## src/rtl/lam_pkg.sv

```systemverilog
// Shared constants, state encoding and decode helpers for the load/store access manager.
package lam_pkg;

   // funct3 encodings
   localparam logic [2:0] F3_LB  = 3'b000;
   localparam logic [2:0] F3_LH  = 3'b001;
   localparam logic [2:0] F3_LW  = 3'b010;
   localparam logic [2:0] F3_LBU = 3'b100;
   localparam logic [2:0] F3_LHU = 3'b101;
   localparam logic [2:0] F3_SB  = 3'b000;
   localparam logic [2:0] F3_SH  = 3'b001;
   localparam logic [2:0] F3_SW  = 3'b010;

   localparam logic LAM_STORE = 1'b1;
   localparam logic LAM_LOAD  = 1'b0;

   typedef enum logic [1:0] {
      ST_IDLE = 2'd0,
      ST_BUS  = 2'd1,
      ST_WB   = 2'd2,
      ST_ERR  = 2'd3
   } lam_state_e;

   // Legal funct3 for the given direction
   function automatic logic f3_legal(input logic is_store, input logic [2:0] f3);
      if (is_store == LAM_STORE)
         return (f3 == F3_SB) || (f3 == F3_SH) || (f3 == F3_SW);
      else
         return (f3 == F3_LB) || (f3 == F3_LH) || (f3 == F3_LW) ||
                (f3 == F3_LBU) || (f3 == F3_LHU);
   endfunction

   // funct3[1:0] carries the access size for both loads and stores
   function automatic logic misaligned(input logic [2:0] f3, input logic [1:0] lo);
      case (f3[1:0])
         2'b01:   return lo[0];
         2'b10:   return lo != 2'b00;
         default: return 1'b0;
      endcase
   endfunction

endpackage

```

## src/rtl/lam_align.sv

```systemverilog
// Combinational byte-lane steering for stores and extract/extend for loads.
module lam_align
   import lam_pkg::*;
(
   input  logic [2:0]  funct3_i,
   input  logic [1:0]  addr_lo_i,
   input  logic [31:0] sdata_i,
   input  logic [31:0] rdata_i,
   output logic [31:0] wdata_o,
   output logic [3:0]  wstrb_o,
   output logic [31:0] ldata_o
);

   logic [7:0]  byte_sel;
   logic [15:0] half_sel;

   // Store data replication across lanes and byte-enable generation
   always_comb begin
      wdata_o = sdata_i;
      wstrb_o = 4'b0000;
      case (funct3_i)
         F3_SB: begin
            wdata_o = {4{sdata_i[7:0]}};
            wstrb_o = 4'b0001 << addr_lo_i;
         end
         F3_SH: begin
            wdata_o = {2{sdata_i[15:0]}};
            wstrb_o = addr_lo_i[1] ? 4'b1100 : 4'b0011;
         end
         F3_SW: begin
            wdata_o = sdata_i;
            wstrb_o = 4'b1111;
         end
         default: ;
      endcase
   end

   // Lane select of the read word
   always_comb begin
      byte_sel = rdata_i[7:0];
      case (addr_lo_i)
         2'd0: byte_sel = rdata_i[7:0];
         2'd1: byte_sel = rdata_i[15:8];
         2'd2: byte_sel = rdata_i[23:16];
         2'd3: byte_sel = rdata_i[31:24];
         default: ;
      endcase
      half_sel = addr_lo_i[1] ? rdata_i[31:16] : rdata_i[15:0];
   end

   // Sign/zero extension by load type
   always_comb begin
      ldata_o = rdata_i;
      case (funct3_i)
         F3_LB:  ldata_o = {{24{byte_sel[7]}}, byte_sel};
         F3_LBU: ldata_o = {24'h0, byte_sel};
         F3_LH:  ldata_o = {{16{half_sel[15]}}, half_sel};
         F3_LHU: ldata_o = {16'h0, half_sel};
         default: ldata_o = rdata_i;
      endcase
   end

endmodule

```

## src/rtl/lam_unit.sv

```systemverilog
// Load/store access manager: accepts a decoded memory command, runs one bus
// transaction with timeout, and writes extended load data back.
module lam_unit
   import lam_pkg::*;
#(
   parameter int unsigned TIMEOUT = 255
)(
   input  logic        clk,
   input  logic        rst_n,
   input  logic        lam_new,
   input  logic [8:0]  lam_control,
   input  logic [31:0] addr,
   input  logic [31:0] store_data,
   output logic        busy,
   output logic        mem_req,
   output logic        mem_we,
   output logic [31:0] mem_addr,
   output logic [31:0] mem_wdata,
   output logic [3:0]  mem_wstrb,
   input  logic        mem_ready,
   input  logic [31:0] mem_rdata,
   output logic        wb_en,
   output logic [4:0]  wb_sel,
   output logic [31:0] wb_data,
   output logic        err
);

   localparam logic [7:0] TO_LIMIT = 8'(TIMEOUT);

   lam_state_e  state_q, state_d;
   logic [7:0]  cnt_q, cnt_d;
   logic [2:0]  f3_q;
   logic [1:0]  lo_q;
   logic [4:0]  rd_q;
   logic        st_q;

   logic        busy_q, mem_req_q, mem_we_q, wb_en_q, err_q;
   logic [31:0] mem_addr_q, mem_wdata_q, wb_data_q;
   logic [3:0]  mem_wstrb_q;
   logic [4:0]  wb_sel_q;

   logic        idle, accept, bad_cmd, st_cur, rd_done;
   logic [2:0]  al_f3;
   logic [1:0]  al_lo;
   logic [31:0] al_wdata, al_ldata;
   logic [3:0]  al_wstrb;

   assign idle    = (state_q == ST_IDLE);
   assign accept  = idle && (lam_new || lam_control[8]);
   assign bad_cmd = !f3_legal(lam_control[8], lam_control[7:5]) ||
                    misaligned(lam_control[7:5], addr[1:0]);
   // Direction of the access being set up this cycle
   assign st_cur  = idle ? lam_control[8] : st_q;
   assign rd_done = (state_q == ST_BUS) && mem_ready && !st_q;

   // One aligner serves both phases: store steering at accept time, load
   // extraction from the captured command while on the bus.
   assign al_f3 = idle ? lam_control[7:5] : f3_q;
   assign al_lo = idle ? addr[1:0] : lo_q;

   lam_align u_align (
      .funct3_i  (al_f3),
      .addr_lo_i (al_lo),
      .sdata_i   (store_data),
      .rdata_i   (mem_rdata),
      .wdata_o   (al_wdata),
      .wstrb_o   (al_wstrb),
      .ldata_o   (al_ldata)
   );

   // Next-state and timeout counter; mem_ready has priority over timeout
   always_comb begin
      state_d = state_q;
      cnt_d   = cnt_q;
      case (state_q)
         ST_IDLE: begin
            if (accept) begin
               cnt_d   = 8'd0;
               state_d = bad_cmd ? ST_ERR : ST_BUS;
            end
         end
         ST_BUS: begin
            if (mem_ready) begin
               state_d = st_q ? ST_IDLE : ST_WB;
            end else begin
               cnt_d = cnt_q + 8'd1;
               if (cnt_d == TO_LIMIT) state_d = ST_ERR;
            end
         end
         ST_WB:   state_d = ST_IDLE;
         ST_ERR:  state_d = ST_IDLE;
         default: state_d = ST_IDLE;
      endcase
   end

   // State, counter and registered outputs derived from the next state
   always_ff @(posedge clk or negedge rst_n) begin
      if (!rst_n) begin
         state_q   <= ST_IDLE;
         cnt_q     <= 8'd0;
         busy_q    <= 1'b0;
         mem_req_q <= 1'b0;
         mem_we_q  <= 1'b0;
         err_q     <= 1'b0;
         wb_en_q   <= 1'b0;
      end else begin
         state_q   <= state_d;
         cnt_q     <= cnt_d;
         busy_q    <= (state_d != ST_IDLE);
         mem_req_q <= (state_d == ST_BUS);
         mem_we_q  <= (state_d == ST_BUS) && st_cur;
         err_q     <= (state_d == ST_ERR);
         wb_en_q   <= rd_done && (rd_q != 5'd0);
      end
   end

   // Command capture and bus address/data setup at accept
   always_ff @(posedge clk or negedge rst_n) begin
      if (!rst_n) begin
         f3_q        <= 3'd0;
         lo_q        <= 2'd0;
         rd_q        <= 5'd0;
         st_q        <= 1'b0;
         mem_addr_q  <= 32'd0;
         mem_wdata_q <= 32'd0;
         mem_wstrb_q <= 4'd0;
      end else if (accept) begin
         f3_q        <= lam_control[7:5];
         lo_q        <= addr[1:0];
         rd_q        <= lam_control[4:0];
         st_q        <= lam_control[8];
         mem_addr_q  <= {addr[31:2], 2'b00};
         mem_wdata_q <= lam_control[8] ? al_wdata : 32'd0;
         mem_wstrb_q <= lam_control[8] ? al_wstrb : 4'b0000;
      end
   end

   // Load result capture on the mem_ready cycle
   always_ff @(posedge clk or negedge rst_n) begin
      if (!rst_n) begin
         wb_data_q <= 32'd0;
         wb_sel_q  <= 5'd0;
      end else if (rd_done) begin
         wb_data_q <= al_ldata;
         wb_sel_q  <= rd_q;
      end
   end

   assign busy      = busy_q;
   assign mem_req   = mem_req_q;
   assign mem_we    = mem_we_q;
   assign mem_addr  = mem_addr_q;
   assign mem_wdata = mem_wdata_q;
   assign mem_wstrb = mem_wstrb_q;
   assign wb_en     = wb_en_q;
   assign wb_sel    = wb_sel_q;
   assign wb_data   = wb_data_q;
   assign err       = err_q;

endmodule

```

## config.mk

```make
export PLATFORM = sky130hd
export DESIGN_NAME = lam_unit
export DESIGN_NICKNAME = d
export VERILOG_FILES = /design/src/rtl/lam_pkg.sv /design/src/rtl/lam_align.sv /design/src/rtl/lam_unit.sv
export SDC_FILE = /design/constraint.sdc
export NUM_CORES = 1
export LEC_CHECK = 0
export ABC_AREA = 1
export BUFFER_PORTS_ARGS = -buffer_cell sky130_fd_sc_hd__buf_2
export CORE_UTILIZATION = 50
export DETAILED_ROUTE_END_ITERATION = 6
export PLACE_DENSITY_LB_ADDON = 0.15
export SLEW_MARGIN = 20
export SYNTH_ARGS = -nofsm -noshare
export SYNTH_HDL_FRONTEND = slang
export SYNTH_SLANG_ARGS = --single-unit
```

## constraint.sdc

```tcl
create_clock -name clk -period 2.1 [get_ports clk]
set_clock_uncertainty 0.15 [all_clocks]
set_input_delay 0.315 -clock clk [delete_from_list [all_inputs] [get_ports clk]]
set_output_delay 0.315 -clock clk [all_outputs]
set_load 0.1 [all_outputs]
```

# [Yosys cells after proc, flatten, opt, wreduce, memory -nomap -nowiden]
# Index checks and enable logic that the tools add are counted.
# W data, S select, Z words.
[word_totals] regBits=129 in_bits=109 output_inout_bits=110
[classes] addsub=1 eq_ne=21 n_shift=1 mux=22 n_reduce_logical=23
[op_table] cell="$pmux W32 S4" n=1
[op_table] cell="$pmux W32 S2" n=1
[op_table] cell="$mux W32" n=1
[op_table] cell="$pmux W8 S4" n=1
[op_table] cell="$mux W16" n=1
[op_table] cell="$mux W8" n=2
[op_table] cell="$pmux W8 S2" n=1
[op_table] cell="$eq A2 B2 Y1 const B" n=6
[op_table] cell="$eq A3 B3 Y1 const B" n=4
[op_table] cell="$mux W2" n=6
[op_table] cell="$pmux W4 S3" n=1
[op_table] cell="$add A8 B1 Y8 const B" n=1
[op_table] cell="$eq A2 B1 Y1 const B" n=4
[op_table] cell="$eq A8 B8 Y1 const B" n=1
[op_table] cell="$mux W4" n=2
[op_table] cell="$eq A3 B1 Y1 const B" n=2
[op_table] cell="$eq A3 B2 Y1 const B" n=2
[op_table] cell="$logic_not A3 Y1" n=2
[op_table] cell="$logic_or A1 B1 Y1" n=6
[op_table] cell="$pmux W2 S3" n=1
[op_table] cell="$reduce_bool A2 Y1" n=3
[op_table] cell="$logic_and A1 B1 Y1" n=5
[op_table] cell="$reduce_bool A5 Y1" n=1
[op_table] cell="$logic_not A2 Y1" n=2
[op_table] cell="other kinds (9)" n=11

# [Depth between registers and ports, before layout]
[depth] ltp_word=13 depth_mapped=13 depth_no_buf=13

# [By module]
# Synthesis repeated with hierarchy kept, for this count alone.
[unflattened] cells_unflattened=734 hier_area_um2=6538.8
[by_module_without_submodules] module="lam_unit" n_inst=1 cells_per_inst=453 area_each_um2=5173.7 seq_area_each_um2=3228.1
[by_module_without_submodules] module="lam_align" n_inst=1 cells_per_inst=281 area_each_um2=1365.1 seq_area_each_um2=0.0

# [Worst setup path after synthesis]
# No wires, ideal clock.
[synth_path] path_type="register to register" startpoint="register state_q[1]" endpoint="register mem_wdata_q[12] (netlist: mem_wdata[12])" setup_time_ns=0.124 t_arrival_ns=1.489 required_ns=1.826 setup_slack_ns=0.337 path_stages_with_launch=12 n_path_buf=3 synth_period_minus_slack_ns=1.763 cell_sequence="dfrtp_1 inv_1 nand2_4 nand2_2 nand2_4 buf_6 nand2_4 inv_4 buf_6 buf_4 o211ai_1 nand2_1"
[synth_between] elab_chain_cells=5
[synth_lines] item="start, declared" line="lam_unit.sv:30" text="lam_state_e state_q, state_d;"
[synth_lines] item="start signal, assigned" line="lam_unit.sv:107" text="state_q <= state_d;"
[synth_lines] item="$logic_not A2 Y1 *" line="lam_unit.sv:48" text="assign idle = (state_q == ST_IDLE);"
[synth_lines] item="$mux W3" line="lam_unit.sv:58" text="assign al_f3 = idle ? lam_control[7:5] : f3_q;"
[synth_lines] item="$eq A3 B1 Y1 or $logic_not A3 Y1 (tied branches)" line="lam_align.sv:21" text="case (funct3_i)"
[synth_lines] item="$pmux W32 S2" line="lam_align.sv:21"
[synth_lines] item="$mux W32" line="lam_unit.sv:133" text="mem_wdata_q <= lam_control[8] ? al_wdata : 32'd0;"
[synth_lines] item="end signal, assigned" line="lam_unit.sv:133"
[synth_lines] item="end, declared" line="lam_unit.sv:38" text="logic [31:0] mem_addr_q, mem_wdata_q, wb_data_q;"
# Mark *: on every way between the ends. The rest lies on a longest branch, timed or not.
# A chain may end at the register's enable or synchronous reset.

# [Final worst setup path]
[layout_path] startpoint="register state_q[1]" endpoint="register wb_data_q[12] (netlist: wb_data[12])"
[layout_between] elab_chain_cells=5
[layout_lines] item="$logic_not A2 Y1" line="lam_unit.sv:48"
[layout_lines] item="$mux W2" line="lam_unit.sv:59" text="assign al_lo = idle ? addr[1:0] : lo_q;"
[layout_lines] item="$eq A2 B2 Y1, or another cell as far along" line="lam_align.sv:41" text="case (addr_lo_i)"
[layout_lines] item="$pmux W8 S4" line="lam_align.sv:41"
[layout_lines] item="$pmux W32 S4" line="lam_align.sv:54" text="case (funct3_i)"
[layout_lines] item="end signal, assigned" line="lam_unit.sv:144" text="wb_data_q <= al_ldata;"
[layout_lines] item="end, declared" line="lam_unit.sv:38"
# Several ways; a longest one is shown, not always the timed one.

==> metrics <==
DR vias=6221; crit start category=flip-flop; Critical Path RT=between 2 and 2.5 ns; DRC violations left=3; initial core utilization=between 50% and 60%; hpwl dp=approximately 12 mm; final setup vio count=0; failing checks=design-rule violations; Worst-path clk slew=approximately 0.060 ns; register bit total from synthesis=129; TritonCTS clock tree=done; Sum Neg Setup Slack=0 ns; most numerous cell in the Yosys netlist=nand2_1; GRT Total Usage=between 20% and 30%; EDFF count, synth=0; Hold Violations, Final=0; die area=13200 sq um; CP endpoint kind=flip-flop; Cell Area, Placed=7640 sq um; CP arrival=2.15 ns; area delta synth->final=36.0%; cell count after synthesis=811; pin count of the biggest net entering global routing=around 60; Setup WS pre-CTS=0.0526 ns; Max Cap Violations=0; layout cells sized above 1=slightly below 30%; cts bufs inserted=17; Post-layout nets=approximately 1200; Max Slew Vio Count=0; vias in the first global route=5954; Antenna Violating Nets Remaining=0; slew margin rel.=60.8%; Final GP Congestion=0.915; Yosys Warn Count=0; post-DR vias/cell=approximately 5.0; First-pass DRT Iterations=7; Root Driver=clkbuf_16; later-pin clock latency in the skew report=0.42 ns; Syn Std Cell Area=6350 sq um; first-pass GRT wire length=roughly 28 mm; setup slack after layout=between 0.15 and 0.2 ns; Max Freq=about 0.51 GHz; initial antenna violation count=0; crit path max fanout=13; Post-CTS Setup Inserts=0; worst-margin pin slew=around 0.6 ns; Seq/Total Area, Yosys=50.8%; Synth area leader=dfrtp_1; main area contributors after synthesis=dfrtp_1 (51%), nand2_1 (19%), o21ai_0 (5.0%); Die W=115 um; DRT Wirelength=approximately 18 mm; # diodes=0; CORE AREA=approximately 12000 sq um; clk sink count=~130; outcome=finished, violations left; Avg WL per Cell=about 14 um; design area=8640 sq um; Initial DRC Count=approximately 570; Main synth FF type=dfrtp_1; post-synth cell types=34; PortBufs=about 220; R2R Setup Slk=0.16 ns; depth of the CTS H-tree=4; async set-or-reset flop fraction in the synthesized netlist=100%; IO Pins=219; Post-synth top cells=nand2_1 (325), dfrtp_1 (129), inv_1 (77); Die H=115 um; clock buffer depth=2; RSZ-0062 raised after global routing=false; grt total ovfl=0; Core Util, Final=between 70 and 80%; crit path kind=reg -> reg; syn_area_per_cell=approximately 7.8 sq um; fin crit share=92.5%; crit path time final=1.94 ns; min-delay worst type=in -> reg; Cell Rows=40; Synth top area share=50.8%
## per-stage QoR
stage,instances,hold slack [ns]
global route,1252,0.0142
CTS,1252,0.000855
floorplan,812,-0.131
detailed placement,1179,0.111
global placement,1179,0.111
finish,1252,0.00916
## area by class of cell
class	count	area [sq um]
fill	1001	3570
inverter	82	310
sequential	129	3230
multi-input combinational	564	2640
tap	168	210
clock inverter	9	78.8
timing repair buffer	277	1670
clock buffer	23	498
## sequential cells by signal, summed over array words and instances, names as in the netlist, 3 cells and up
signal / count
mem_wdata: 32
rd_q: 5
mem_wstrb: 4
f3_q: 3
wb_sel: 5
cnt_q: 8
wb_data: 32
mem_addr: 30
## routing by layer
| layer | track usage, % | vias to the layer above | part of all wire, % |
|---|---|---|---|
| li1 | - | 3067 | - |
| met1 | 33.9 | 2866 | 41 |
| met2 | 48.2 | 259 | 49 |
| met3 | 8.73 | 29 | 8.1 |
| met4 | 9.87 | 0 | 1.8 |
| met5 | 0 | - | 0 |
## repair_timing
item,4_1_cts,5_1_grt
hold buffers,41,0
gates resized for setup,0,4
setup endpoints to repair,0,41
hold endpoints to repair,80,0
## cells in the final DEF, fill, tap and decap left out, drive strengths merged
cell type	instances
nand4	4
conb	2
buf	236
o211ai	14
dlygate4sd3	41
nand2	338
o31ai	1
or2	5
a21oi	29
nor2	52
bufinv	1
ha	5
o21ai	70
a22o	4
inv	83
dfrtp	129
or4	1
o22ai	13
nor3	3
nand3	23
clkinvlp	2
clkinv	5
clkbuf	23
## path summary, 6_finish.rpt
kind	startpoint	to	cells past startpoint
worst max-delay path	state_q[1]	wb_data[12]	12
worst min-delay path	store_data[29]	mem_wdata[29]	3
worst max register to register	state_q[1]	wb_data[12]	12
worst min register to register	wb_sel[4]	wb_sel[4]	2
max in group asynchronous	rst_n	rd_q[2]	3
min in group asynchronous	rst_n	cnt_q[5]	2
## cells by family after synthesis
family / count (synthesis) / share of synthesized area [%]
AOI/OAI and AO/OA: 131 / 12.2
adders and majority gates: 5 / 0.985
buffers and inverters: 119 / 8.09
DFF: 129 / 50.8
other: 1 / 0.0590
and+or+nand+nor: 426 / 27.8
## critical path, stage by stage, from the launching register on
cell	delay, ns
dfrtp_1	0.41
inv_1	0.14
nand2_4	0.11
nand2_1	0.11
nand2_2	0.13
buf_4	0.22
nand2_1	0.08
o21ai_0	0.12
o21ai_0	0.20
inv_1	0.06
nand2_1	0.05
nand2_1	0.05
nand2_1	0.05
Power is left out: the tool's default activity adds up to more than one toggle a clock period on the data nets, which glitch-free logic cannot reach.
